$ cat config.mk
export PLATFORM = sky130hd
export DESIGN_NAME = c4_turn_ctrl
export DESIGN_NICKNAME = d
export VERILOG_FILES = /design/src/rtl/c4_pkg.sv /design/src/rtl/c4_btn_edge.sv /design/src/rtl/c4_turn_ctrl.sv
export SDC_FILE = /design/constraint.sdc
export NUM_CORES = 1
export LEC_CHECK = 0
export BUFFER_PORTS_ARGS = -buffer_cell sky130_fd_sc_hd__buf_2
export CORE_UTILIZATION = 36
export DETAILED_ROUTE_END_ITERATION = 6
export PLACE_DENSITY = 0.58
export SYNTH_ARGS = -nofsm -noshare
export SYNTH_HDL_FRONTEND = slang
export SYNTH_HIERARCHICAL = 1
export SYNTH_SLANG_ARGS = --single-unit
$ cat constraint.sdc
create_clock -name clock -period 3 [get_ports clock]
set_input_delay 0.15 -clock clock [delete_from_list [all_inputs] [get_ports clock]]
set_output_delay 0.15 -clock clock [all_outputs]
set_load 0.005 [all_outputs]
$ cat src/rtl/c4_pkg.sv
// Shared types and constants for the Connect-4 game sequencer.
package c4_pkg;

    localparam int C4_COLS = 7;
    localparam int C4_ROWS = 6;

    typedef enum logic [2:0] {
        IDLE      = 3'd0,
        SELECT    = 3'd1,
        WRITE     = 3'd2,
        CHECK     = 3'd3,
        GAME_OVER = 3'd4
    } state_t;

    localparam logic [1:0] WIN_NONE = 2'd0;
    localparam logic [1:0] WIN_P1   = 2'd1;
    localparam logic [1:0] WIN_P2   = 2'd2;
    localparam logic [1:0] WIN_DRAW = 2'd3;

endpackage

$ cat src/rtl/c4_btn_edge.sv
// Rising-edge detector for one synchronous button level.
module c4_btn_edge (
    input  logic clock,
    input  logic reset,
    input  logic btn,
    output logic btn_edge
);

    logic btn_q;

    // Remember the level seen at the previous edge.
    always_ff @(posedge clock) begin
        if (reset) btn_q <= 1'b0;
        else       btn_q <= btn;
    end

    assign btn_edge = btn & ~btn_q;

endmodule

$ cat src/rtl/c4_turn_ctrl.sv
// Connect-4 game sequencer: cursor, drops, column heights, turns, game end.
// Optional macro C4_CURSOR_WRAP_EN: cursor wraps at the board edges instead
// of saturating.
//
// state     | meaning
// ----------+-----------------------------------------------------------
// IDLE      | after reset, waiting for the first start press
// SELECT    | player moves the cursor and may drop a piece
// WRITE     | write request held until the board store grants it
// CHECK     | waiting for the win checker verdict on the last piece
// GAME_OVER | win or draw reached; start begins a new game
module c4_turn_ctrl
    import c4_pkg::*;
#(
    parameter int COLS = C4_COLS,
    parameter int ROWS = C4_ROWS
) (
    input  logic       clock,
    input  logic       reset,
    input  logic       start,
    input  logic       btn_left,
    input  logic       btn_right,
    input  logic       btn_drop,
    output logic       wr_req,
    input  logic       wr_gnt,
    output logic [2:0] wr_col,
    output logic [2:0] wr_row,
    output logic       wr_player,
    output logic       chk_start,
    input  logic       chk_done,
    input  logic       chk_win,
    output logic [2:0] cursor_col,
    output logic       cur_player,
    output logic       col_full,
    output logic       game_over,
    output logic [1:0] winner
);

    localparam int HW = $clog2(ROWS + 1);
    localparam int MW = $clog2(COLS * ROWS + 1);

    localparam logic [2:0]    CUR_HOME = 3'(COLS / 2);
    localparam logic [2:0]    CUR_LAST = 3'(COLS - 1);
    localparam logic [HW-1:0] H_FULL   = HW'(ROWS);
    localparam logic [MW-1:0] M_ALL    = MW'(COLS * ROWS);

`ifdef C4_CURSOR_WRAP_EN
    localparam bit WRAP = 1'b1;
`else
    localparam bit WRAP = 1'b0;
`endif

    logic start_e, left_e, right_e, drop_e;

    c4_btn_edge u_edge_start (.clock(clock), .reset(reset), .btn(start),     .btn_edge(start_e));
    c4_btn_edge u_edge_left  (.clock(clock), .reset(reset), .btn(btn_left),  .btn_edge(left_e));
    c4_btn_edge u_edge_right (.clock(clock), .reset(reset), .btn(btn_right), .btn_edge(right_e));
    c4_btn_edge u_edge_drop  (.clock(clock), .reset(reset), .btn(btn_drop),  .btn_edge(drop_e));

    state_t                   state, state_n;
    logic [2:0]               cursor, cursor_n;
    logic                     player, player_n;
    logic [COLS-1:0][HW-1:0]  heights, heights_n;
    logic [MW-1:0]            moves, moves_n;
    logic                     wr_req_n, wr_player_n, chk_start_n, col_full_n;
    logic [2:0]               wr_col_n, wr_row_n;
    logic [1:0]               winner_n;

    // Next-state and next-register values; every register holds by default,
    // the one-cycle pulses default low.
    always_comb begin
        state_n     = state;
        cursor_n    = cursor;
        player_n    = player;
        heights_n   = heights;
        moves_n     = moves;
        wr_req_n    = wr_req;
        wr_col_n    = wr_col;
        wr_row_n    = wr_row;
        wr_player_n = wr_player;
        winner_n    = winner;
        chk_start_n = 1'b0;
        col_full_n  = 1'b0;

        case (state)
            IDLE: begin
                if (start_e) state_n = SELECT;
            end

            SELECT: begin
                if (drop_e) begin
                    if (heights[cursor] == H_FULL) begin
                        col_full_n = 1'b1;
                    end else begin
                        wr_col_n    = cursor;
                        wr_row_n    = 3'(heights[cursor]);
                        wr_player_n = player;
                        wr_req_n    = 1'b1;
                        state_n     = WRITE;
                    end
                end else if (left_e && !right_e) begin
                    if (cursor == 3'd0) cursor_n = WRAP ? CUR_LAST : 3'd0;
                    else                cursor_n = cursor - 3'd1;
                end else if (right_e && !left_e) begin
                    if (cursor == CUR_LAST) cursor_n = WRAP ? 3'd0 : CUR_LAST;
                    else                    cursor_n = cursor + 3'd1;
                end
            end

            WRITE: begin
                if (wr_gnt) begin
                    heights_n[wr_col] = heights[wr_col] + HW'(1);
                    moves_n           = moves + MW'(1);
                    wr_req_n          = 1'b0;
                    chk_start_n       = 1'b1;
                    state_n           = CHECK;
                end
            end

            CHECK: begin
                if (chk_done) begin
                    if (chk_win) begin
                        winner_n = player ? WIN_P2 : WIN_P1;
                        state_n  = GAME_OVER;
                    end else if (moves == M_ALL) begin
                        winner_n = WIN_DRAW;
                        state_n  = GAME_OVER;
                    end else begin
                        player_n = ~player;
                        state_n  = SELECT;
                    end
                end
            end

            GAME_OVER: begin
                if (start_e) begin
                    heights_n = '0;
                    moves_n   = '0;
                    player_n  = 1'b0;
                    cursor_n  = CUR_HOME;
                    winner_n  = WIN_NONE;
                    state_n   = SELECT;
                end
            end

            default: state_n = IDLE;
        endcase
    end

    // Register update; reset overrides any state including WRITE and CHECK.
    always_ff @(posedge clock) begin
        if (reset) begin
            state     <= IDLE;
            cursor    <= CUR_HOME;
            player    <= 1'b0;
            heights   <= '0;
            moves     <= '0;
            wr_req    <= 1'b0;
            wr_col    <= 3'd0;
            wr_row    <= 3'd0;
            wr_player <= 1'b0;
            chk_start <= 1'b0;
            col_full  <= 1'b0;
            winner    <= WIN_NONE;
        end else begin
            state     <= state_n;
            cursor    <= cursor_n;
            player    <= player_n;
            heights   <= heights_n;
            moves     <= moves_n;
            wr_req    <= wr_req_n;
            wr_col    <= wr_col_n;
            wr_row    <= wr_row_n;
            wr_player <= wr_player_n;
            chk_start <= chk_start_n;
            col_full  <= col_full_n;
            winner    <= winner_n;
        end
    end

    assign cursor_col = cursor;
    assign cur_player = player;
    assign game_over  = (state == GAME_OVER);

endmodule
* Word level (Yosys, flattened, before mapping)
Index checks and enable logic that the tools add are counted.
Word-level totals: register bits 50, memories 0, latch bits 0, word-level logic and storage cells 126, memory bits (read-only) 0, memory bits (writable) 0, bits of input ports 9, output and inout bits 17
Operators by class: multiplexer cells 45, magnitude comparators 3, eq/ne operators 18, divide/modulo/power cells 0, multipliers 0, add/sub/neg operators 4, bitwise logic cells 13, shift operators 0, reductions and logical operators 21
Operator list (count):
- $mux W3 | 16
- $mux W21 | 2
- $pmux W21 S2 | 1
- $bwmux W21 | 1
- $bmux W3 S3 | 2
- $ne A2 B2 Y1 const B | 7
- $mux W6 | 2
- $pmux W3 S4 | 1
- $pmux W6 S2 | 1
- $reduce_and A4 Y1 | 3
- $mux W2 | 5
- $reduce_and A5 Y1 | 2
- $demux W3 S3 | 1
- $eq A3 B3 Y1 const B | 3
- $mux W1 | 9
- $not A1 Y1 | 9
- $lt A3 B4 Y1 const B | 2
- $reduce_bool A2 Y1 | 4
- $add A3 B1 Y3 const B | 2
- $add A6 B1 Y6 const B | 1
- $eq A3 B2 Y1 const B | 2
- $eq A6 B6 Y1 const B | 1
- $logic_not A3 Y1 | 2
- $ne A3 B3 Y1 const B | 2
- other kinds (13) | 23

* Logic depth before layout (Yosys ltp)
word-level depth 8, depth in mapped cells 9, depth with buffers taken out 8

* Cells and area by module
The synthesis kept the hierarchy.
Modules (own cells, without submodules):
- c4_turn_ctrl | seq. area each 920.9 sq um, cells each 307, area an instance 2642.5 sq um, instances 1
- c4_btn_edge | seq. area each 20.0 sq um, cells each 3, area an instance 47.5 sq um, instances 4

* Least setup slack after synthesis
Ideal clock, no wire load.
path kind register to register, from register wr_col[2], to register heights[14] in the netlist's numbering, setup time 0.131 ns, setup slack 0.804 ns, arrival 2.064 ns, required time 2.869 ns, period minus slack after synthesis 2.196 ns, buffers on the path 2, cell stages (with the launch flop) 8, cell sequence dfxtp_1 > buf_2 > buf_1 > mux4_2 > mux2_2 > ha_1 > xor2_1 > o31ai_1
Between the ends: word-level cells in the longest chain between the ends 7, elaborated cells between the ends (all ways) 11, those cells by class 1 x add/sub; 2 x order compare; 7 x mux; 1 x reduce/logical
Ends and longest elaborated chain:
- start: declaration | line c4_turn_ctrl.sv:26 | output logic [2:0] wr_col,
- start signal: assignment | line c4_turn_ctrl.sv:172 | wr_col <= wr_col_n;
- parallel branches: the longest is 4 deep, another holds $add A3 B1 Y3
- $bwmux W21 * | line c4_turn_ctrl.sv:112 | heights_n[wr_col] = heights[wr_col] + HW'(1);
- $mux W21 * | line c4_turn_ctrl.sv:111 | if (wr_gnt) begin
- $pmux W21 S2 * | line c4_turn_ctrl.sv:85 | case (state)
- end signal: assignment | line c4_turn_ctrl.sv:169 | heights <= heights_n;
- end: declaration | line c4_turn_ctrl.sv:63 | logic [COLS-1:0][HW-1:0] heights, heights_n;
Every way passes the cells marked *. The select of a mux whose other input is x is not followed. A chain may end at the register's enable or synchronous reset.

* Worst setup path after layout
from register wr_col[1], to register heights[14] in the netlist's numbering
The elaborated chain is that of the path after synthesis.

==> results.sh <==
export IMPL_cap_violations=0
export IMPL_cts_resized=0
export IMPL_wl_mm=6.839
export IMPL_p_leak_uw=0.001279
export IMPL_dr_pass1_iters=4
export IMPL_rr_endpoint="heights[14]"
export IMPL_synth_top_cell_area_share=0.3534
export IMPL_grt_max_degree=21
export IMPL_dpl_cell_area_um2=2995
export IMPL_synthTopCellsByCount="50 x dfxtp_1, 30 x nor2_1, 27 x nand2_1"
export IMPL_place_detailed_hpwl_mm=4.968
export IMPL_cts_sinks=50
export IMPL_grt_overflow=0
export IMPL_crit_buf_inv=0
export IMPL_required_ns=3.17
export IMPL_synthFlopType="dfxtp_1"
export IMPL_cts_path_max_buffers=2
export IMPL_post_cts_setup_buffer_count=0
export IMPL_final_util=0.4173
export IMPL_hp_class="input port to flop"
export IMPL_crit_slowest_cell="dfxtp_1"
export IMPL_tightest_slew_ns=0.5434
export IMPL_status="complete, no violations"
export IMPL_vias=2377
export IMPL_yosys_top_cells_area="dfxtp_1 35%, mux2i_1 7.4%, nor2_1 4.0%"
export IMPL_rrSetupSlack_ns=0.55
export IMPL_die_w_um=90.71
export IMPL_clk_pin_slew_ns=0.09
export IMPL_cts_buffers=5
export IMPL_port_buffers=25
export IMPL_syn_area_um2=2833
export IMPL_rr_startpoint="wr_col[1]"
export IMPL_p_per_area_nw_per_um2=480.3
export IMPL_clock_latency_ns=0.30
export IMPL_vias_per_cell=5.490
export IMPL_wire_per_inst_um=15.79
export IMPL_finalHoldViolations=0
export IMPL_synthArstFlopShare=0
export IMPL_path_class="flop to flop"
export IMPL_grt_pass1_vias=2211
export IMPL_slew_headroom=0.6372
export IMPL_ant_nets=0
export IMPL_finalMaxSlewViolations=0
export IMPL_yosysWarnings=6
export IMPL_start_util=0.3804
export IMPL_slowest_delay_ns=0.60
export IMPL_cts_root_buf="clkbuf_8"
export IMPL_gp_congestion=0.8912
export IMPL_antennaDiodeCount=0
export IMPL_synth_nets=336
export IMPL_fin_area_um2=3108
export IMPL_rows=31
export IMPL_area_growth_pct=9.717
export IMPL_yosys_register_bits=50
export IMPL_ios=26
export IMPL_drive_above_1_share=0.1647
export IMPL_peakVddDrop_v=0.0003104
export IMPL_rsz0062_at_grt="false"
export IMPL_startpoint_type="flop"
export IMPL_ys_seq_area_frac=0.3534
export IMPL_antenna_found_initial=0
export IMPL_holdCritStartpoint="btn_left"
export IMPL_dieArea_um2=8227
export IMPL_fillers=754
export IMPL_crit_path_cell_trace="nor2b_1 -> a22oi_1 -> o221ai_1 -> ha_1 -> xor2_1 -> o31ai_1"
export IMPL_die_y_um=90.71
export IMPL_post_route_period_util=0.8169
export IMPL_setup_viol=0
export IMPL_crit_path_end_kind="flop"
export IMPL_yosysMostFrequentCell="dfxtp_1"
export IMPL_holdPathEnd="u_edge_left/btn_q"
export IMPL_drtIter0Drc=177
export IMPL_hold_buffers=0
export IMPL_finalSetupTns_ns=0
export IMPL_whs_path_depth=2
export IMPL_path_delay_family="flip-flops"
export IMPL_synth_cell_types=61
export IMPL_grt_usage=0.1730
export IMPL_core_area_um2=7447
export IMPL_nNetsFinal=351
export IMPL_max_freq_mhz=408.0
export IMPL_yosys_area_top_type="dfxtp_1"
export IMPL_clock_skew_ns=0.009872
export IMPL_fin_crit_ns=2.451
export IMPL_crit_arrival_ns=2.63
export IMPL_syn_avg_cell_area_um2=8.880
export IMPL_grt_pass1_wl_mm=11.52
export IMPL_synth_edf_count=0
export IMPL_cts_tree="done"
export IMPL_r2r_cells=6
export IMPL_cp_max_fo=14
export IMPL_route_detailed_drc=0
export IMPL_cts_htree_levels=2
export IMPL_syn_inst=319
==> per-layer routing <==
metal / track usage / share of wire / vias up
met5: 0 / 0 / -
met4: 0.05511 / 0.018 / 0
met3: 0.02862 / 0.052 / 12
met2: 0.2576 / 0.43 / 74
met1: 0.2514 / 0.50 / 1110
li1: - / - / 1181
==> layout make-up <==
class / instances / area [µm²] / area share
multi-input combinational: 232 / 1654 / 0.5322
sequential: 50 / 1001 / 0.3221
timing repair buffer: 29 / 155.1 / 0.04992
tap: 99 / 123.9 / 0.03986
clock buffer: 6 / 82.58 / 0.02657
inverter: 16 / 61.31 / 0.01973
clock inverter: 1 / 30.03 / 0.009662
==> how the worst max path moves through the flow <==
stage / start / end / cells past startpoint
after floorplan: wr_col[2] / heights[14] / 7
after detailed placement: wr_col[1] / heights[20] / 6
after global placement: wr_col[1] / heights[17] / 5
after global routing: wr_col[1] / heights[8] / 6
after CTS: wr_col[1] / heights[20] / 6
final: wr_col[1] / heights[14] / 6
==> where the power goes <==
part	internal, µW	switching [µW]	total, µW
logic	113	148	261
registers	690	57.9	748
clock network	267	217	484
==> logic make-up (layout without fill, tap and decap cells) <==
family | after synthesis | after routing | share of synthesized area
adder cells (fa/ha/maj) | 8 | 8 | 0.03534
AND/OR/NAND/NOR | 114 | 114 | 0.2319
multiplexers | 25 | 25 | 0.09805
XOR/XNOR | 6 | 6 | 0.01855
AO/OA/AOI/OAI | 79 | 79 | 0.2001
flip-flops | 50 | 50 | 0.3534
buffers and inverters | 37 | 52 | 0.06272
==> worst register-to-register path: cells and delay by family (launching register included) <==
kind	cells	cell delay [ns]
compound gates	3	0.59
fa+ha+maj	1	0.28
simple gates	1	0.41
flops	1	0.60
xor+xnor	1	0.44
==> sequential cells by signal, indices dropped and copies added, names as in the netlist <==
register and count:
wr_col 3, u_edge_start/btn_q 1, moves 6, winner 2
heights 21, cursor_col 3, u_edge_right/btn_q 1, wr_req 1
col_full 1, wr_player 1, u_edge_left/btn_q 1, chk_start 1
wr_row 3, state 3, cur_player 1, u_edge_drop/btn_q 1
==> placed cells by master (no fill, tap or decap), types with 3 or more instances in the layout <==
cell type and instances:
dfxtp_1 50, nor2_1 30, nand2_1 27, buf_2 25, mux2i_1 21, inv_1 14, a21oi_1 13, o21ai_0 12
nor3_1 9, ha_1 8, nor2b_4 8, nand3_1 7, a31oi_1 6, o31ai_1 6, o2bb2ai_1 6, clkbuf_8 6
nor2b_1 5, nor3b_1 5, xor2_1 5, nand3b_1 4, a32oi_1 4, o211ai_1 4, buf_4 4, a22oi_1 3
o21a_1 3, nand2b_1 3, nand4_1 3, and2_1 3, a211o_1 3
==> through the flow <==
step | instances | setup WS, ns | hold slack, ns | total power, µW
global placement | 426 | 0.6880 | 0.3852 | 1020
finish | 433 | 0.5492 | 0.07368 | 1493
detailed placement | 426 | 0.6192 | 0.3867 | 1022
CTS | 433 | 0.5870 | 0.07094 | 1503
floorplan | 319 | 0.8044 | 0.2143 | 960.2
global route | 433 | 0.2580 | 0.06848 | 1571
(Power assumes the default switching activity.)
